### src/rtl/ifetch_if.sv
// ifetch_if: instruction-memory read bus between the fetch stage (master) and memory (slave)
interface ifetch_if;
    logic [31:0] imem_addr;
    logic        imem_req;
    logic [31:0] imem_rdata;
    logic        imem_ready;

    modport master (output imem_addr, imem_req, input imem_rdata, imem_ready);
    modport slave  (input imem_addr, imem_req, output imem_rdata, imem_ready);
endinterface

### src/rtl/ifetch.sv
// ifetch: PC owner and instruction fetch stage; `define IFETCH_SQUASH_EN squashes the delay slot on redirect
module ifetch #(
    parameter logic [31:0] RESET_PC = 32'h0000_0000
) (
    input  logic              clk,
    input  logic              rst,
    input  logic              stall,
    input  logic              br_taken,
    input  logic [31:0]       br_target,
    input  logic              jmp,
    input  logic [25:0]       jmp_ad,
    ifetch_if.master          imem,
    output logic [31:0]       pcp4,
    output logic [31:0]       ins,
    output logic              ins_valid
);
    typedef enum logic {FETCH, HOLD} state_t;

    state_t      state_q, state_d;
    logic [31:0] pc_q, pc_d;
    logic [31:0] hold_ins_q, hold_ins_d;
    logic        redir_pend_q, redir_pend_d;
    logic [31:0] redir_pc_q, redir_pc_d;

    logic        qual;
    logic        adv;
    logic [31:0] tgt;
    logic [31:0] next_pc;
    logic        unused_ok;

    assign unused_ok = ^br_target[1:0];

    // Redirect qualification, target choice and next-PC priority
    always_comb begin
        qual    = !stall && (jmp || br_taken);
        tgt     = jmp ? {pc_q[31:28], jmp_ad, 2'b00} : {br_target[31:2], 2'b00};
        adv     = !stall && (state_q == HOLD || imem.imem_ready);
        next_pc = qual ? tgt : redir_pend_q ? redir_pc_q : pc_q + 32'd4;
    end

    // Next-state: advance consumes the redirect, otherwise it is parked; a stalled return is held
    always_comb begin
        state_d      = state_q;
        pc_d         = pc_q;
        hold_ins_d   = hold_ins_q;
        redir_pend_d = redir_pend_q;
        redir_pc_d   = redir_pc_q;
        if (adv) begin
            pc_d         = next_pc;
            redir_pend_d = 1'b0;
            state_d      = FETCH;
        end else if (qual) begin
            redir_pc_d   = tgt;
            redir_pend_d = 1'b1;
        end
        if (state_q == FETCH && imem.imem_ready && stall) begin
            hold_ins_d = imem.imem_rdata;
            state_d    = HOLD;
        end
    end

    // State registers with synchronous reset
    always_ff @(posedge clk) begin
        if (rst) begin
            state_q      <= FETCH;
            pc_q         <= RESET_PC;
            hold_ins_q   <= 32'd0;
            redir_pend_q <= 1'b0;
            redir_pc_q   <= 32'd0;
        end else begin
            state_q      <= state_d;
            pc_q         <= pc_d;
            hold_ins_q   <= hold_ins_d;
            redir_pend_q <= redir_pend_d;
            redir_pc_q   <= redir_pc_d;
        end
    end

    // Outputs: memory data passes straight through in FETCH, held word in HOLD, silent in reset
    always_comb begin
        imem.imem_addr = pc_q;
        imem.imem_req  = !rst && state_q == FETCH;
        pcp4           = rst ? RESET_PC + 32'd4 : pc_q + 32'd4;
        ins            = rst ? 32'd0 : state_q == HOLD ? hold_ins_q :
                         imem.imem_ready ? imem.imem_rdata : 32'd0;
        ins_valid      = !rst && (state_q == HOLD || imem.imem_ready);
`ifdef IFETCH_SQUASH_EN
        if (adv && (qual || redir_pend_q)) begin
            ins       = 32'd0;
            ins_valid = 1'b0;
        end
`endif
    end
endmodule
### src/flat_wrapper.sv
// flat-port wrapper written by rule: the top's interface ports become plain ports
module ifetch_flat 
#(
    parameter logic [31:0] RESET_PC = 32'h0000_0000
)
  (clk, rst, stall, br_taken, br_target, jmp, jmp_ad, pcp4, ins, ins_valid, imem_imem_addr, imem_imem_req, imem_imem_rdata, imem_imem_ready);
  ifetch_if imem_i ();
  input  logic clk;
  input  logic rst;
  input  logic stall;
  input  logic br_taken;
  input  logic [31:0] br_target;
  input  logic jmp;
  input  logic [25:0] jmp_ad;
  output logic [31:0] pcp4;
  output logic [31:0] ins;
  output logic ins_valid;
  output wire logic [$bits(imem_i.imem_addr)-1:0] imem_imem_addr;
  output wire logic [$bits(imem_i.imem_req)-1:0] imem_imem_req;
  input wire logic [$bits(imem_i.imem_rdata)-1:0] imem_imem_rdata;
  input wire logic [$bits(imem_i.imem_ready)-1:0] imem_imem_ready;
  assign imem_imem_addr = imem_i.imem_addr;
  assign imem_imem_req = imem_i.imem_req;
  assign imem_i.imem_rdata = imem_imem_rdata;
  assign imem_i.imem_ready = imem_imem_ready;
  ifetch #(.RESET_PC(RESET_PC)) u_core (.clk(clk), .rst(rst), .stall(stall), .br_taken(br_taken), .br_target(br_target), .jmp(jmp), .jmp_ad(jmp_ad), .imem(imem_i), .pcp4(pcp4), .ins(ins), .ins_valid(ins_valid));
endmodule
### config.mk
export PLATFORM = sky130hd
export DESIGN_NAME = ifetch_flat
export DESIGN_NICKNAME = d
export VERILOG_FILES = /design/src/rtl/ifetch_if.sv /design/src/rtl/ifetch.sv /design/src/flat_wrapper.sv
export SDC_FILE = /design/constraint.sdc
export NUM_CORES = 1
export LEC_CHECK = 0
export CAP_MARGIN = 20
export CORE_ASPECT_RATIO = 1.1
export CORE_MARGIN = 4
export CORE_UTILIZATION = 40
export CTS_CLUSTER_SIZE = 24
export DETAILED_ROUTE_END_ITERATION = 12
export PLACE_DENSITY_LB_ADDON = 0.05
export SLEW_MARGIN = 20
export SYNTH_ARGS = -nofsm -noshare
export SYNTH_HDL_FRONTEND = slang
export SYNTH_SLANG_ARGS = --single-unit
### constraint.sdc
create_clock -name clk -period 6.7 [get_ports clk]
set_input_delay 1.34 -clock clk [delete_from_list [all_inputs] [get_ports clk]]
set_output_delay 1.34 -clock clk [all_outputs]
set_load 0.1 [all_outputs]
Yosys cells after proc, flatten, opt, wreduce, memory -nomap -nowiden

Cells that the tools add are included.

Register bits: 98
Word-level logic and storage cells: 30
Output and inout port bits: 98

Add/sub/neg operators: 1
Muxes and demuxes: 9
Reductions and logical operators: 13
Bitwise operators: 2

Operators with widths:

| operator                                                        | number |
|---|---|
| 32-bit 2-to-1 mux                                               | 7 |
| 32-bit by 3-bit adder with 32-bit output, second input constant | 1 |
| 1-bit logical AND                                               | 6 |
| 1-bit zero test                                                 | 2 |
| 1-bit logical OR                                                | 2 |
| 1-bit 2-to-1 mux                                                | 2 |
| 1-bit inverter                                                  | 2 |
| 2-bit AND reduction                                             | 1 |
| 2-bit nonzero test                                              | 1 |
| 2-bit OR reduction                                              | 1 |

Longest topological paths before layout

Gate-level depths: netlist of run 1.

Depth after elaboration: 4
Gate-level depth with buffers: 8
Depth with buffers taken out: 6

Least setup slack after synthesis of run 1

Ideal clock, no wire load.

Path kind: reg-to-output
From: register u_core.pc_q[2], in the netlist u_core.imem.imem_addr[2]
To: output port pcp4[24]
Arrival: 3.729 ns
Slack: 1.631 ns
Path buffers: 0
Required time: 5.360 ns
Cell stages (with the launch flop): 7
Path through: dfxtp_1 ha_1 nand4_1 or3_4 nor3_1 xnor2_1 nor2_1

Longest elaborated chain between the ends: 2

RTL lines:

| element                                  | line               | text |
|---|---|---|
| from (decl)                              | ifetch.sv:20       | `logic [31:0] pc_q, pc_d;` |
| from (signal assigned)                   | ifetch.sv:72       | `pc_q <= pc_d;` |
| 32-bit by 3-bit adder with 32-bit output | ifetch.sv:83       | `pcp4 = rst ? RESET_PC + 32'd4 : pc_q + 32'd4;` |
| 32-bit 2-to-1 mux                        | ifetch.sv:83       |  |
| to (decl)                                | flat_wrapper.sv:15 | `output logic [31:0] pcp4;` |

Every way passes these cells.

Worst setup path in the final report of run 1

From: register u_core.pc_q[4], in the netlist u_core.imem.imem_addr[4]
To: output port pcp4[19]

Same word-level chain as after synthesis.

==> metrics.md, run 1 <==
| Metric | Value |
|---|---|
| Cts bufs inserted | `9` |
| Setup bufs post-CTS | `0` |
| Fin. Hold Viols | `0` |
| Pwr dens | `213.8 nW/µm²` |
| Clk pwr share | `33.1%` |
| Dominant cell type by area after synthesis | `dfxtp_1` |
| Mapped cell area | `5757 µm²` |
| Crit end category | `output port` |
| # DRC | `0` |
| Int Pwr | `1.083 mW` |
| Setup violators final | `0` |
| 1st-iter DRT viols | `639` |
| Slew @ Worst Pin | `1038 ps` |
| Core area | `13960 µm²` |
| Syn_area_per_cell | `7.090 µm²` |
| Clock Path Buffers | `2` |
| Max cap viols | `0` |
| Layout cells sized above 1 | `8.395%` |
| Post-synthesis sequential area ratio | `32.69%` |
| Top cell type's share of synthesized area | `32.69%` |
| Area of the multi-input gates | `3572 µm²` |
| PostCTS Resize Cnt | `0` |
| Total negative slack | `0 ps` |
| Final Max Tran Viols | `0` |
| FF/Latch Area | `1883 µm²` |
| Fill cells | `1375` |
| Clk sinks | `94` |
| DRT Wirelength | `18.48 mm` |
| # IOs | `194` |
| Reg clk slew, reported paths | `60 ps` |
| CTS tree | `done` |
| Htree depth | `3` |
| Pre-Repair DR Iteration Count | `5` |
| DR vias/cell | `5.433` |
| Minimum clock period | `5054 ps` |
| Comb power frac | `30.0%` |
| Ant. Diodes | `0` |
| Critical-path maximum fanout | `15` |
| Total gr overflow | `0` |
| # hold bufs at CTS | `0` |
| EDFF count, synth | `0` |
| Status | `finished, final reports clean` |
| Die H | `133.8 µm` |
| Final worst path period share | `75.43%` |
| Pre-CTS setup slack | `1678 ps` |
| Nets | `1045` |
| Sequential Power Share | `36.9%` |
| Yosys warnings | `0` |
| Antenna violations before repair | `0` |
| Crit path DAT | `3710 ps` |
| GPL Wtd Cong | `0.8411` |
| Critical path type | `flop to output port` |
| DR vias | `6199` |
| Post-DP HPWL | `12.85 mm` |
| Initial Util | `41.23%` |
| Largest net degree at the start of global routing | `72` |
| Top cells by area, synth | `dfxtp_1 (33%), nor2_1 (9.8%), nand2_1 (8.2%)` |
| Unrepaired setup endpoints after global routing | `false` |
| Net Sw Frac | `35.88%` |
| Die W | `122.4 µm` |
| Async S/R FF share, synth | `0%` |
| Max Freq | `0.1979 GHz` |
| Rows | `45` |
| Leakage power | `2.958 nW` |
| Synth Register Bits | `94` |
| Synthesis-to-finish area growth | `37.25%` |
| Skew-Pair Late Insertion Delay | `350 ps` |
| Final worst setup slack | `1646 ps` |
| Root Buffer | `clkbuf_16` |
| WL per Instance | `16.20 µm` |
| Worst Hold Class | `flop to flop` |
| Synth cell types | `58` |
| Peak supply drop | `0.0001429 V` |
| GRT Util Overall | `21.96%` |
| Vias in the first global route | `5673` |
| Final ANT Viol Nets | `0` |
| Slew margin rel. | `30.59%` |
| Clock skew | `7.871 ps` |
| First-pass GRT wire length | `29.01 mm` |
| PortBufs | `187` |
| Worst path required time | `5360 ps` |
| Die Area | `16380 µm²` |
| Synth Instances | `812` |
| Most common flop cell mapped by yosys | `dfxtp_1` |
| CP Launch Type | `flop` |
| Switching Power | `0.6063 mW` |
[synth_stat cells, drive strengths merged, types with 2 or more instances]
| master | number |
|---|---|
| and3 | 10 |
| mux2i | 34 |
| a31oi | 11 |
| buf | 22 |
| o22ai | 2 |
| a21o | 2 |
| nand3 | 25 |
| nor3 | 9 |
| nor4 | 9 |
| nor2 | 151 |
| inv | 11 |
| mux2 | 2 |
| o21ba | 2 |
| a221oi | 2 |
| o32ai | 5 |
| and4 | 3 |
| a21oi | 91 |
| a22o | 2 |
| nand2 | 125 |
| a32o | 2 |
| o211ai | 5 |
| o31ai | 3 |
| dfxtp | 94 |
| o311a | 3 |
| a211oi | 30 |
| o211a | 2 |
| o21ai | 30 |
| xor2 | 11 |
| o31a | 5 |
| nand4 | 11 |
| or2 | 2 |
| xnor2 | 17 |
| nor2b | 3 |
| or3 | 5 |
| clkbuf | 52 |
| o21bai | 2 |
| o221a | 4 |
[power by group through the flow]
stage	Clock [mW]	Combinational (mW)	Sequential [mW]
final	0.559	0.508	0.623
after global routing	0.596	0.539	0.626
after CTS	0.572	0.508	0.622
after detailed placement	0	0.507	0.634
after global placement	0	0.502	0.633
after floorplan	0	0.292	0.699
[per-layer routing]
layer | vias to the layer above | global-route usage [%] | share of wire (%)
met5 | - | 0 | 0
met1 | 2846 | 29.50 | 45
met4 | 0 | 8.152 | 2.1
li1 | 3093 | - | -
met3 | 30 | 4.386 | 7.1
met2 | 230 | 34.80 | 46
[cells by family after synthesis]
family / after synthesis / synth area share [%]
and+or+nand+nor: 357 / 27.45
AOI/OAI and AO/OA: 210 / 23.08
DFF: 94 / 32.69
buffers and inverters: 85 / 5.934
muxes: 36 / 6.303
xor gates and xnor gates: 28 / 4.260
adders and majority gates: 1 / 0.2173
other: 1 / 0.06514
[worst max-delay path, stage by stage (launching register included)]
cell,delay [ps]
dfxtp_1,500
nand4_1,200
nor2_1,810
nand3_1,390
xnor2_1,230
nor2_1,90
clkdlybuf4s50_1,1140
[final timing paths]
check,cells past startpoint,slack [ps],end,start
hold / removal,2,460,u_core.hold_ins_q[22],u_core.hold_ins_q[22]
setup / recovery,6,1650,pcp4[19],u_core.imem.imem_addr[4]
hold reg to reg,2,460,u_core.hold_ins_q[22],u_core.hold_ins_q[22]
setup reg to reg,5,4130,u_core.imem.imem_addr[29],u_core.imem.imem_addr[4]
[flip-flops by register name, indices dropped and copies added, names as in the netlist]
register and flops:
u_core.redir_pend_q 1, u_core.hold_ins_q 32, u_core.imem.imem_addr 30, u_core.redir_pc_q 30
u_core.state_q 1
[area by class of cell]
class	instances	share of cell area (%)
repair buffers	196	23.44
clock inverters	3	0.8551
flip-flops and latches	94	23.83
clock buffers	13	3.167
well taps	188	2.977
multi-input cells	636	45.21
inverters	11	0.5226
[placed cells by master (no fill, tap or decap), types with 17 or more instances in the layout]
cell type	instances
nor2_1	150
mux2i_1	34
nand3_1	25
o21ai_0	30
a211oi_1	30
xnor2_1	17
clkdlybuf4s50_1	153
a21oi_1	91
buf_4	42
dfxtp_1	93
nand2_1	125
[stage by stage]
step / total power [mW] / utilization (%) / hold slack (ps) / cell area [µm²] / cells
finish: 1.690 / 56.59 / 455.5 / 7901 / 1141
global placement: 1.134 / 54.27 / 441.2 / 7579 / 1125
floorplan: 0.9911 / - / 436.4 / 5768 / 815
global route: 1.761 / 56.59 / 473.8 / 7901 / 1141
detailed placement: 1.141 / 54.31 / 446.9 / 7584 / 1125
CTS: 1.702 / 56.59 / 456.0 / 7901 / 1141
Power figures use the tool's default switching activity.
==> run 2, diff against run 1 <==
==> constraint.sdc (replaced) <==
create_clock -name clk -period 4.55 [get_ports clk]
set_input_delay 0.91 -clock clk [delete_from_list [all_inputs] [get_ports clk]]
set_output_delay 0.91 -clock clk [all_outputs]
set_load 0.1 [all_outputs]
==> run 2 against run 1 <==
Against the previous run: via count up 3.1%; die area stayed put; sequential power rose by 48%; clock power increased by 45%; setup slack got worse by 890 ps; core utilization rose by 2.7 points; routed wire length is 2.4% higher; clock skew decreased by 0.74 ps; register-to-register slack got worse by 2100 ps; cell count increased by 0.35%.
==> metrics.md, run 2 (synthesized netlist as in run 1, its figures left out) <==
| Metric | Value |
|---|---|
| # DRC | `0` |
| Peak supply drop | `0.0002274 V` |
| Worst Reg-to-Reg Cells | `6` |
| 1st-iter DRT viols | `598` |
| Fin. Hold Viols | `0` |
| Crit path DAT | `2880 ps` |
| CTS tree | `done` |
| Total negative slack | `0 ps` |
| Max cap viols | `0` |
| Skew-Pair Late Insertion Delay | `360 ps` |
| PostCTS Resize Cnt | `0` |
| Critical-path maximum fanout | `8` |
| Most flops, register | `u_core.hold_ins_q` |
| R2R Setup Slk | `2060 ps` |
| Clock Path Buffers | `2` |
| R2r endpoint | `u_core.imem.imem_addr[12]` |
| GRT Util Overall | `22.64%` |
| First-pass GRT wire length | `29.92 mm` |
| Pre-Repair DR Iteration Count | `5` |
| Leakage power | `3.141 nW` |
| Crit path cell chain | `ha_1 -> nand4_1 -> nor2_1 -> nand3_1 -> xnor2_1 -> nor2_1 -> buf_4` |
| Rows | `45` |
| Max Freq | `0.2638 GHz` |
| Root Buffer | `clkbuf_16` |
| Cts bufs inserted | `9` |
| Synthesis-to-finish area growth | `43.79%` |
| Nets | `1050` |
| Final Max Tran Viols | `0` |
| Die W | `122.4 µm` |
| Htree depth | `3` |
| Commonest non-fill, non-tap cell in the layout | `nor2_1` |
| DR vias/cell | `5.581` |
| # hold bufs at CTS | `0` |
| CP Launch Type | `flop` |
| Clock skew | `7.136 ps` |
| Core area | `13960 µm²` |
| PortBufs | `187` |
| Slew @ Worst Pin | `1013 ps` |
| Setup violators final | `0` |
| Final ANT Viol Nets | `0` |
| CP Capture Point | `pcp4[20]` |
| Worst Hold Class | `flop to flop` |
| Slowest-stage cell, CP | `nor2_1` |
| Die H | `133.8 µm` |
| Ant. Diodes | `0` |
| Commonest non-fill, non-tap cells in the layout | `nor2_1 (147), nand2_1 (125), clkdlybuf4s50_1 (121)` |
| WL per Instance | `16.53 µm` |
| Final worst path period share | `83.32%` |
| Setup bufs post-CTS | `0` |
| Crit end category | `output port` |
| Largest net degree at the start of global routing | `89` |
| Crit Reg-Reg Startpoint | `u_core.imem.imem_addr[2]` |
| Reg clk slew, reported paths | `70 ps` |
| Antenna violations before repair | `0` |
| Worst path required time | `3640 ps` |
| Layout cells sized above 1 | `12.75%` |
| Total gr overflow | `0` |
| Unrepaired setup endpoints after global routing | `false` |
| Max reg flops | `32` |
| Status | `finished, final reports clean` |
| Slew margin rel. | `32.27%` |
| Pwr dens | `304.0 nW/µm²` |
| Critical path type | `flop to output port` |
| Minimum clock period | `3791 ps` |
| DRT Wirelength | `18.93 mm` |
| Clk sinks | `94` |
| DR vias | `6390` |
| Vias in the first global route | `5932` |
| Die Area | `16380 µm²` |
| # IOs | `194` |
| GPL Wtd Cong | `0.8366` |
| Post-DP HPWL | `13.16 mm` |
| Slowest Stage Delay on Critical Path | `620 ps` |
| Post-layout util | `59.28%` |
| Cell mode on critical path | `nor2_1` |
| Initial Util | `41.23%` |
| Critical path origin | `u_core.imem.imem_addr[2]` |
[run 2: worst max-delay path, delay by kind of cell (launching register included)]
| kind | cells | cell delay, ps |
|---|---|---|
| flip-flops | 1 | 490 |
| adder cells (fa/ha/maj) | 1 | 260 |
| AND/OR/NAND/NOR | 4 | 1270 |
| buffers and inverters | 1 | 310 |
| XOR/XNOR | 1 | 180 |
[run 2: report_power, final]
group	leakage, nW	internal [mW]	switching [mW]
Clock	0.144	0.477	0.335
Sequential	0.769	0.870	0.0539
Combinational	2.23	0.259	0.522
[run 2: worst min-delay path by stage]
stage,from,end,slack (ps),depth (start not counted)
finish,u_core.hold_ins_q[3],u_core.hold_ins_q[3],450,2
global route,u_core.hold_ins_q[14],u_core.hold_ins_q[14],470,2
CTS,u_core.hold_ins_q[5],u_core.hold_ins_q[5],460,2
detailed placement,u_core.hold_ins_q[22],u_core.hold_ins_q[22],450,2
global placement,u_core.hold_ins_q[31],u_core.hold_ins_q[31],440,2
floorplan,u_core.hold_ins_q[22],u_core.hold_ins_q[22],440,2
[run 2: through the flow]
step	worst slack, ps	area (µm²)	hold WS [ps]	std cells	total power, mW
after floorplan	9.173	5776	436.4	815	1.460
after global placement	1197	7954	442.1	1129	1.707
after detailed placement	1143	7954	446.3	1129	1.720
after CTS	747.8	8267	455.8	1144	2.534
after global routing	485.8	8278	474.2	1145	2.619
final	758.8	8278	453.1	1145	2.516
[run 2: metal layers]
metal / GRT usage, % / part of all wire [%] / vias to the layer above
met2: 36.45 / 47 / 248
met3: 4.471 / 7.5 / 30
met1: 29.42 / 43 / 3008
met4: 9.645 / 2.3 / 0
li1: - / - / 3104
met5: 0 / 0 / -
[run 2: cell type report]
class,count,area (µm²)
clock buffers,9,225.2
clock inverters,6,87.58
fillers,1344,5685
inverters,11,41.29
multi-input cells,636,3567
flip-flops and latches,94,1883
well taps,188,235.2
repair buffers,201,2238
